`src/rtl/sprite_pkg.sv`:
```
// sprite_pkg: definitions shared across the sprite blitter.
//   state_t    - blitter FSM states
//   FB_W/FB_H  - frame buffer dimensions in pixels
//   FB_AW      - frame buffer address width
//   on_screen  - signed test of whether a 12-bit screen coordinate lies
//                inside the frame buffer
package sprite_pkg;

  typedef enum logic [1:0] {
    IDLE  = 2'd0,
    RUN   = 2'd1,
    DRAIN = 2'd2,
    DONE  = 2'd3
  } state_t;

  localparam int FB_W  = 320;
  localparam int FB_H  = 240;
  localparam int FB_AW = 17;

  // Coordinates are two's complement, so anything left of or above the
  // screen is negative and fails the lower bound.
  function automatic logic on_screen(input logic signed [11:0] x,
                                     input logic signed [11:0] y);
    return (int'(x) >= 0) && (int'(x) < FB_W) &&
           (int'(y) >= 0) && (int'(y) < FB_H);
  endfunction

endpackage

```
`src/rtl/sprite_blit_addr_gen.sv`:
```
// sprite_blit_addr_gen: walks the sprite in raster order and forms the ROM
// read address, applying horizontal mirroring.
//   vga_clk     - clock, rising edge
//   reset       - synchronous, active-high
//   load        - restart at (0,0) and capture flip_in
//   flip_in     - mirror request, captured on load
//   advance     - step to the next sprite pixel
//   sx, sy      - sprite coordinates of the pixel currently being issued
//   last        - current pixel is the final one of the sprite
//   rom_address - ROM address of the current pixel
module sprite_blit_addr_gen #(
  parameter int SPR_W  = 70,
  parameter int SPR_H  = 160,
  parameter int SPR_AW = 14,
  parameter int SX_W   = $clog2(SPR_W),
  parameter int SY_W   = $clog2(SPR_H)
) (
  input  logic              vga_clk,
  input  logic              reset,
  input  logic              load,
  input  logic              flip_in,
  input  logic              advance,
  output logic [SX_W-1:0]   sx,
  output logic [SY_W-1:0]   sy,
  output logic              last,
  output logic [SPR_AW-1:0] rom_address
);

  logic              flip;
  // Running sy*SPR_W, so no multiplier is needed in the address path.
  logic [SPR_AW-1:0] row_base;
  logic [SX_W-1:0]   col;

  wire x_end = (sx == SX_W'(SPR_W - 1));
  wire y_end = (sy == SY_W'(SPR_H - 1));

  // NOTE: state registers use non-blocking assignments so every flop in the
  // design samples the pre-edge values of its neighbours.
  always_ff @(posedge vga_clk) begin
    if (reset) begin
      sx       <= '0;
      sy       <= '0;
      row_base <= '0;
      flip     <= 1'b0;
    end else if (load) begin
      sx       <= '0;
      sy       <= '0;
      row_base <= '0;
      flip     <= flip_in;
    end else if (advance) begin
      if (x_end) begin
        sx <= '0;
        if (y_end) begin
          sy       <= '0;
          row_base <= '0;
        end else begin
          sy       <= sy + SY_W'(1);
          row_base <= row_base + SPR_AW'(SPR_W);
        end
      end else begin
        sx <= sx + SX_W'(1);
      end
    end
  end

  assign col         = flip ? (SX_W'(SPR_W - 1) - sx) : sx;
  assign rom_address = row_base + SPR_AW'(col);
  assign last        = x_end && y_end;

endmodule

```
`src/rtl/sprite_blitter.sv`:
```
// sprite_blitter: copies a palette-indexed sprite from an external ROM into
// the frame buffer at (pos_x, pos_y), skipping transparent pixels, clipping
// at the screen edges and optionally mirroring horizontally.
//   vga_clk     - clock, rising edge
//   reset       - synchronous, active-high
//   start       - one-cycle blit request, honoured only when idle
//   pos_x/pos_y - signed screen position of the sprite's top-left corner
//   flip_x      - mirror the sprite horizontally
//   busy        - blit in progress
//   done        - one-cycle pulse when a blit completes
//   rom_address - sprite ROM read address (ROM has one-cycle latency)
//   rom_q       - sprite ROM read data
//   fb_we/fb_waddr/fb_wdata - frame buffer write port, one write per cycle
module sprite_blitter
  import sprite_pkg::*;
#(
  parameter int SPR_W           = 70,
  parameter int SPR_H           = 160,
  parameter int IDX_W           = 3,
  parameter int SPR_AW          = 14,
  parameter int TRANSPARENT_IDX = 0
) (
  input  logic              vga_clk,
  input  logic              reset,
  input  logic              start,
  input  logic [10:0]       pos_x,
  input  logic [10:0]       pos_y,
  input  logic              flip_x,
  output logic              busy,
  output logic              done,
  output logic [SPR_AW-1:0] rom_address,
  input  logic [IDX_W-1:0]  rom_q,
  output logic              fb_we,
  output logic [FB_AW-1:0]  fb_waddr,
  output logic [IDX_W-1:0]  fb_wdata
);

  localparam int SX_W = $clog2(SPR_W);
  localparam int SY_W = $clog2(SPR_H);

  state_t      state;
  logic        drain_cnt;
  logic [10:0] pos_x_q;
  logic [10:0] pos_y_q;

  logic            load;
  logic            advance;
  logic            last;
  logic [SX_W-1:0] sx;
  logic [SY_W-1:0] sy;

  // Stage 1: coordinates of the pixel whose ROM read is in flight.
  logic            s1_valid;
  logic [SX_W-1:0] s1_sx;
  logic [SY_W-1:0] s1_sy;

  logic signed [11:0] x_scr;
  logic signed [11:0] y_scr;
  logic [FB_AW-1:0]   lin_addr;

  assign load    = (state == IDLE) && start;
  assign advance = (state == RUN);

  sprite_blit_addr_gen #(
    .SPR_W  (SPR_W),
    .SPR_H  (SPR_H),
    .SPR_AW (SPR_AW),
    .SX_W   (SX_W),
    .SY_W   (SY_W)
  ) u_addr_gen (
    .vga_clk     (vga_clk),
    .reset       (reset),
    .load        (load),
    .flip_in     (flip_x),
    .advance     (advance),
    .sx          (sx),
    .sy          (sy),
    .last        (last),
    .rom_address (rom_address)
  );

  // Control FSM. DRAIN covers the two pipeline stages behind the last issue;
  // DONE then raises done and drops busy on the same edge.
  always_ff @(posedge vga_clk) begin
    if (reset) begin
      state     <= IDLE;
      busy      <= 1'b0;
      done      <= 1'b0;
      drain_cnt <= 1'b0;
      pos_x_q   <= '0;
      pos_y_q   <= '0;
    end else begin
      done <= 1'b0;
      case (state)
        IDLE: begin
          if (start) begin
            pos_x_q <= pos_x;
            pos_y_q <= pos_y;
            busy    <= 1'b1;
            state   <= RUN;
          end
        end
        RUN: begin
          if (last) begin
            drain_cnt <= 1'b0;
            state     <= DRAIN;
          end
        end
        DRAIN: begin
          if (drain_cnt) state <= DONE;
          else           drain_cnt <= 1'b1;
        end
        DONE: begin
          done  <= 1'b1;
          busy  <= 1'b0;
          state <= IDLE;
        end
        default: state <= IDLE;
      endcase
    end
  end

  // Stage 1 travels alongside the ROM read, so rom_q and s1_* line up.
  always_ff @(posedge vga_clk) begin
    if (reset) begin
      s1_valid <= 1'b0;
      s1_sx    <= '0;
      s1_sy    <= '0;
    end else begin
      s1_valid <= advance;
      s1_sx    <= sx;
      s1_sy    <= sy;
    end
  end

  // 12-bit two's complement screen coordinates: sign-extended position plus
  // zero-extended sprite offset.
  assign x_scr = {pos_x_q[10], pos_x_q} + {{(12 - SX_W){1'b0}}, s1_sx};
  assign y_scr = {pos_y_q[10], pos_y_q} + {{(12 - SY_W){1'b0}}, s1_sy};

  // Only the low FB_AW bits of Y*FB_W+X are kept; the value matters only
  // when the pixel is on screen, where it always fits.
  assign lin_addr = FB_AW'(y_scr) * FB_AW'(FB_W) + FB_AW'(x_scr);

  // Stage 2: registered frame buffer write.
  always_ff @(posedge vga_clk) begin
    if (reset) begin
      fb_we    <= 1'b0;
      fb_waddr <= '0;
      fb_wdata <= '0;
    end else begin
      fb_we    <= s1_valid && on_screen(x_scr, y_scr) &&
                  (rom_q != IDX_W'(TRANSPARENT_IDX));
      fb_waddr <= lin_addr;
      fb_wdata <= rom_q;
    end
  end

endmodule

```
`config.mk`:
```
export PLATFORM = sky130hd
export DESIGN_NAME = sprite_blitter
export DESIGN_NICKNAME = d
export VERILOG_FILES = /design/src/rtl/sprite_pkg.sv /design/src/rtl/sprite_blit_addr_gen.sv /design/src/rtl/sprite_blitter.sv
export SDC_FILE = /design/constraint.sdc
export NUM_CORES = 1
export LEC_CHECK = 0
export ABC_AREA = 1
export CAP_MARGIN = 20
export CORE_MARGIN = 3
export CORE_UTILIZATION = 60
export CTS_BUF_LIST = sky130_fd_sc_hd__clkbuf_16
export CTS_CLUSTER_SIZE = 10
export DETAILED_ROUTE_END_ITERATION = 8
export PLACE_DENSITY_LB_ADDON = 0.05
export SKIP_CTS_REPAIR_TIMING = 1
export SYNTH_ARGS = -nofsm -noshare
export SYNTH_HDL_FRONTEND = slang
export SYNTH_HIERARCHICAL = 1
export SYNTH_SLANG_ARGS = --single-unit
```
`constraint.sdc`:
```
create_clock -name vga_clk -period 8.3 [get_ports vga_clk]
set_clock_uncertainty 0.05 [all_clocks]
set_input_delay 1.245 -clock vga_clk [delete_from_list [all_inputs] [get_ports vga_clk]]
set_output_delay 1.245 -clock vga_clk [all_outputs]
set_load 0.05 [all_outputs]
```
---- Word-level counts from Yosys, hierarchy flattened ----
Cells that the tools add are included.
operators by class
  add/subtract/negate cells ............... 8
  multipliers ............................. 1
  magnitude comparators ................... 4
  eq/ne operators ......................... 8
  muxes and demuxes ....................... 13
  reductions and logical operators ........ 17
operators with widths
  kind                     count
  $ge A12 B1 Y1 const B    2
  $add A17 B12 Y17         1
  $add A14 B7 Y14          1
  $add A14 B7 Y14 const B  1
  $mux W14                 1
  $mux W7                  2
  $add A11 B8 Y12          1
  $add A11 B9 Y12          1
  $lt A12 B10 Y1 const B   1
  $lt A12 B9 Y1 const B    1
  $mul A12 B4 Y11 const B  1
  $add A8 B1 Y8 const B    1
  $eq A8 B8 Y1 const B     1
  $mux W8                  1
  $pmux W2 S4              1
  $reduce_and A2 Y1        4
  $add A7 B1 Y7 const B    1
  $eq A7 B7 Y1 const B     1
  $logic_and A1 B1 Y1      7
  $sub A7 B7 Y7 const A    1
  $mux W2                  3
  $eq A2 B2 Y1 const B     2
  $ne A2 B2 Y1 const B     2
  $pmux W1 S2              2
  other kinds (8)          11
storage, ports and cells
  register bits after elaboration ......... 94
  logic and storage cells ................. 67

---- Depth between registers and ports, before layout ----
  depth in word-level cells ............... 7
  gate-level depth with buffers ........... 28

---- Cells and area by module ----
Netlist, hierarchy kept.
modules (own cells, without submodules)
  module                times used  cells each  area an instance (um^2)
  sprite_blitter        1           531         3,854.9
  sprite_blit_addr_gen  1           316         2,037.0

---- Worst setup path after synthesis ----
Ideal clock, no wire load.
  path type ............................... register -> register
  start point ............................. reg pos_y_q[0]
  end point ............................... reg fb_waddr[16]
  library setup time ...................... 0.115 ns
  arrival time ............................ 3.983 ns
  data required time ...................... 8.135 ns
  slack ................................... 4.152 ns
  stages on the path, launching flop included .. 28
  buffers on the path ..................... 0
  period minus slack after synthesis ...... 4.148 ns
  path through ............................ dfxtp_1 -> ha_1 -> inv_1 -> fa_1 -> inv_1 -> nand2_1 -> nand2_1 -> nand2_1 -> xor2_1 -> xor2_1 -> inv_1 -> fa_1 -> o21ai_0 -> nand2_1 -> nand2_1 -> a21oi_1 -> xnor2_1 -> ha_1 -> nand2_1 -> a21oi_1 -> a211oi_1 -> nand2_1 -> a31oi_1 -> inv_1 -> nand3_1 -> nand3_2 -> nand2_1 -> nor2_1
on the way
  word-level cells in the longest chain between the ends .. 3
ends and longest elaborated chain
  element                 RTL line               text
  from (decl)             sprite_blitter.sv:44   logic [10:0] pos_y_q;
  from (signal assigned)  sprite_blitter.sv:98   pos_y_q <= pos_y;
  $add A11 B9 Y12         sprite_blitter.sv:139  assign y_scr = {pos_y_q[10], pos_y_q} + {{(12 - SY_W){1'b0}}, s1_sy};
  $mul A12 B4 Y11         sprite_blitter.sv:143  assign lin_addr = FB_AW'(y_scr) * FB_AW'(FB_W) + FB_AW'(x_scr);
  $add A17 B12 Y17        sprite_blitter.sv:143
  to (signal assigned)    sprite_blitter.sv:154  fb_waddr <= lin_addr;
  to (decl)               sprite_blitter.sv:34   output logic [FB_AW-1:0] fb_waddr,
No other way between the ends.
A chain may end at the register's enable or synchronous reset.

---- Worst setup path after layout ----
Ends and elaborated chain as after synthesis.

==> flow_summary_export.csv <==
group,metric,value,unit
hold_path,hp-class,"reg -> reg",
cells_and_area,fin_util,0.740,
sta,layout_min_cycle_time,4.64,ns
floorplan,die_w,105,um
cells_and_area,area_growth,17.7,%
logic_synthesis,yosysTopAreaCellShare,0.316,
logic_synthesis,ys.flop_type,"dfxtp_1",
logic_synthesis,synth_cell_types,38,
clocking,cts_tree,"built",
sta,slew_headroom,0.362,
route,route.detailed.drc,0,
power,p_per_area,242,nW/um^2
route,drt_iter0_markers,241,
logic_synthesis,ys_async_sr_fraction,0,
clocking,clk_pin_slew,0.07,ns
power,ir_drop,153,uV
route,detail_route.first_pass.iterations,5,
logic_synthesis,ys_seq_area_frac,0.316,
clocking,insertion_delay,0.34,ns
critical_path,path_class,"reg -> reg",
clocking,cts_buffers,9,
cells_and_area,diodes,0,
logic_synthesis,syn_area,5890,sq um
sta,hold_violations,0,
placed_design,gp_congestion,0.890,
sta,worst_pin_slew,0.956,ns
sta,fmax,216,MHz
run,drv_cap,0,
cells_and_area,drive_gt1_frac,0.0721,
sta,finalSetupViolCount,0,
logic_synthesis,synth_warnings,6,
global_routing,antenna_found_initial,0,
logic_synthesis,synthCells,847,
clocking,clk_path_buf_depth,2,
sta,slew_violations,0,
route,ant_nets,0,
logic_synthesis,ys_ff_latch,93,
logic_synthesis,synthesis.nets,930,
global_routing,grt_pass1_vias,5272,
floorplan,ios,66,
route,routed_wl,13500,um
global_routing,grt_pass1_wl,23200,um
critical_path,cp.required,8.49,ns
logic_synthesis,synth_top_cell_by_area,"dfxtp_1",
critical_path,critPathArrivalTime,4.82,ns
critical_path,crit_slowest_cell,"fa_1",
sta,tns,0,ns
global_routing,grt_overflow,0,
floorplan,num_rows,35,
sta,fin_crit_sh,0.559,
critical_path,cp-start-kind,"register",
clocking,cts_root_buffer,"clkbuf_16",
critical_path,cp_max_fo,4,
power,p_leak,3.21,nW
floorplan,die_area,11000,sq um
critical_path,worstSetupEndpointType,"register",
sta,rsz0062_at_grt,"false",
run_status,status,"finished clean",
global_routing,grt_max_degree,36,
critical_path,critical_path.most_common_cell,"nand2_1",
critical_path,critPathMaxStageDelay,0.46,ns
placed_design,dp_hpwl,10400,um
route,vias,5437,
placed_design,port_buffers,65,
floorplan,die_h,105,um
route,routed_via_density,5.20,
global_routing,grt_usage,0.251,
logic_synthesis,synth-edff-count,0,
route,wire_per_inst,12.9,um
clocking,cts.sinks,93,
cells_and_area,nets,994,
floorplan,core,9370,sq um
clocking,h-tree-depth,3,
logic_synthesis,ys_top_cells_by_area,"dfxtp_1, ha_1, nand2_1",
logic_synthesis,syn_area_per_cell,6.96,sq um
floorplan,start_util,0.629,
==> layout by cell type (no fill, tap or decap), types with 5 or more instances in the layout <==
master,count
nand4_1,8
nand3_1,38
clkdlybuf4s50_1,65
nand2_1,161
nor2_1,132
clkbuf_16,9
ha_1,50
nand2_2,14
xor2_1,27
xnor2_1,8
inv_1,129
nand3_2,13
o21ai_0,49
nor3_1,12
dfxtp_1,93
inv_2,5
o21bai_1,5
a21oi_1,55
==> path summary, 6_finish.rpt <==
kind / endpoint / cells after the start / slack [ns] / start
max: fb_waddr[16]$_SDFF_PP0_ / 27 / 3.66 / pos_y_q[0]$_SDFFE_PP0P_
min: s1_sy[5]$_SDFF_PP0_ / 2 / 0.38 / u_addr_gen/sy[5]$_SDFFE_PP0P_
max reg2reg: fb_waddr[16]$_SDFF_PP0_ / 27 / 3.66 / pos_y_q[0]$_SDFFE_PP0P_
min reg2reg: s1_sy[5]$_SDFF_PP0_ / 2 / 0.38 / u_addr_gen/sy[5]$_SDFFE_PP0P_
==> where the power goes <==
group | leakage, nW | internal [W] | total (W) | switching [W]
registers | 0.760 | 0.000516 | 0.000558 | 0.0000417
logic | 2.31 | 0.000250 | 0.000723 | 0.000473
clock network | 0.140 | 0.000210 | 0.000400 | 0.000190
==> critical path: cells and delay by family, from the launching register on <==
family	cells	cell delay [ns]
compound gates	5	0.82
simple gates	11	0.89
buf+inv	4	0.34
fa+ha+maj	4	1.40
xor+xnor	3	0.70
flops	1	0.33
==> state kept, by name (all words and copies together), names as in the netlist, 3 cells and up <==
| name | cells |
|---|---|
| pos_y_q | 11 |
| u_addr_gen/sx | 7 |
| s1_sy | 8 |
| u_addr_gen/row_base | 13 |
| fb_wdata | 3 |
| u_addr_gen/sy | 8 |
| s1_sx | 7 |
| fb_waddr | 17 |
| pos_x_q | 11 |
==> synth_stat cells, types with 12 or more instances <==
| library cell | number |
|---|---|
| nor3_1 | 12 |
| a21oi_1 | 55 |
| xor2_1 | 27 |
| nand3_1 | 38 |
| dfxtp_1 | 93 |
| nor2_1 | 132 |
| nand3_2 | 13 |
| nand2_2 | 14 |
| ha_1 | 50 |
| nand2_1 | 161 |
| inv_1 | 129 |
| o21ai_0 | 49 |
==> metrics by stage <==
step                      cell area (sq um)  hold slack, ns  instances  setup WS, ns  total power [W]
final                                  6930           0.378       1045          3.66          0.00168
after global placement                 6640           0.359       1029          3.89          0.00126
after floorplan                        5890           0.353        847          4.15          0.00109
after global routing                   6930           0.408       1045          3.21          0.00179
after detailed placement               6640           0.369       1029          3.68          0.00128
after CTS                              6930           0.377       1045          3.68          0.00169
==> per-layer routing <==
layer	vias to the layer above	wire, um	track usage
met5	-	0	0
met4	0	236	0.0872
met3	19	519	0.0389
met2	112	6830	0.458
met1	2495	5910	0.295
li1	2811	-	-
==> cells by family (layout without fill, tap and decap cells) <==
group,Yosys count,in the layout,synth area share
AO/OA/AOI/OAI,124,124,0.114
XOR/XNOR,35,35,0.0520
flip-flops,93,93,0.316
buffers and inverters,148,217,0.0983
AND/OR/NAND/NOR,393,393,0.300
adder cells (fa/ha/maj),54,54,0.120
==> cell type report <==
type / count / area (sq um)
Multi-Input combinational cell: 606 / 3450
Fill cell: 794 / 2440
Sequential cell: 93 / 1860
Timing Repair Buffer: 67 / 666
Inverter: 134 / 503
Clock buffer: 9 / 225
Tap cell: 129 / 161
Clock inverter: 7 / 65.1
Note: power is estimated with default switching activity, not from simulation.
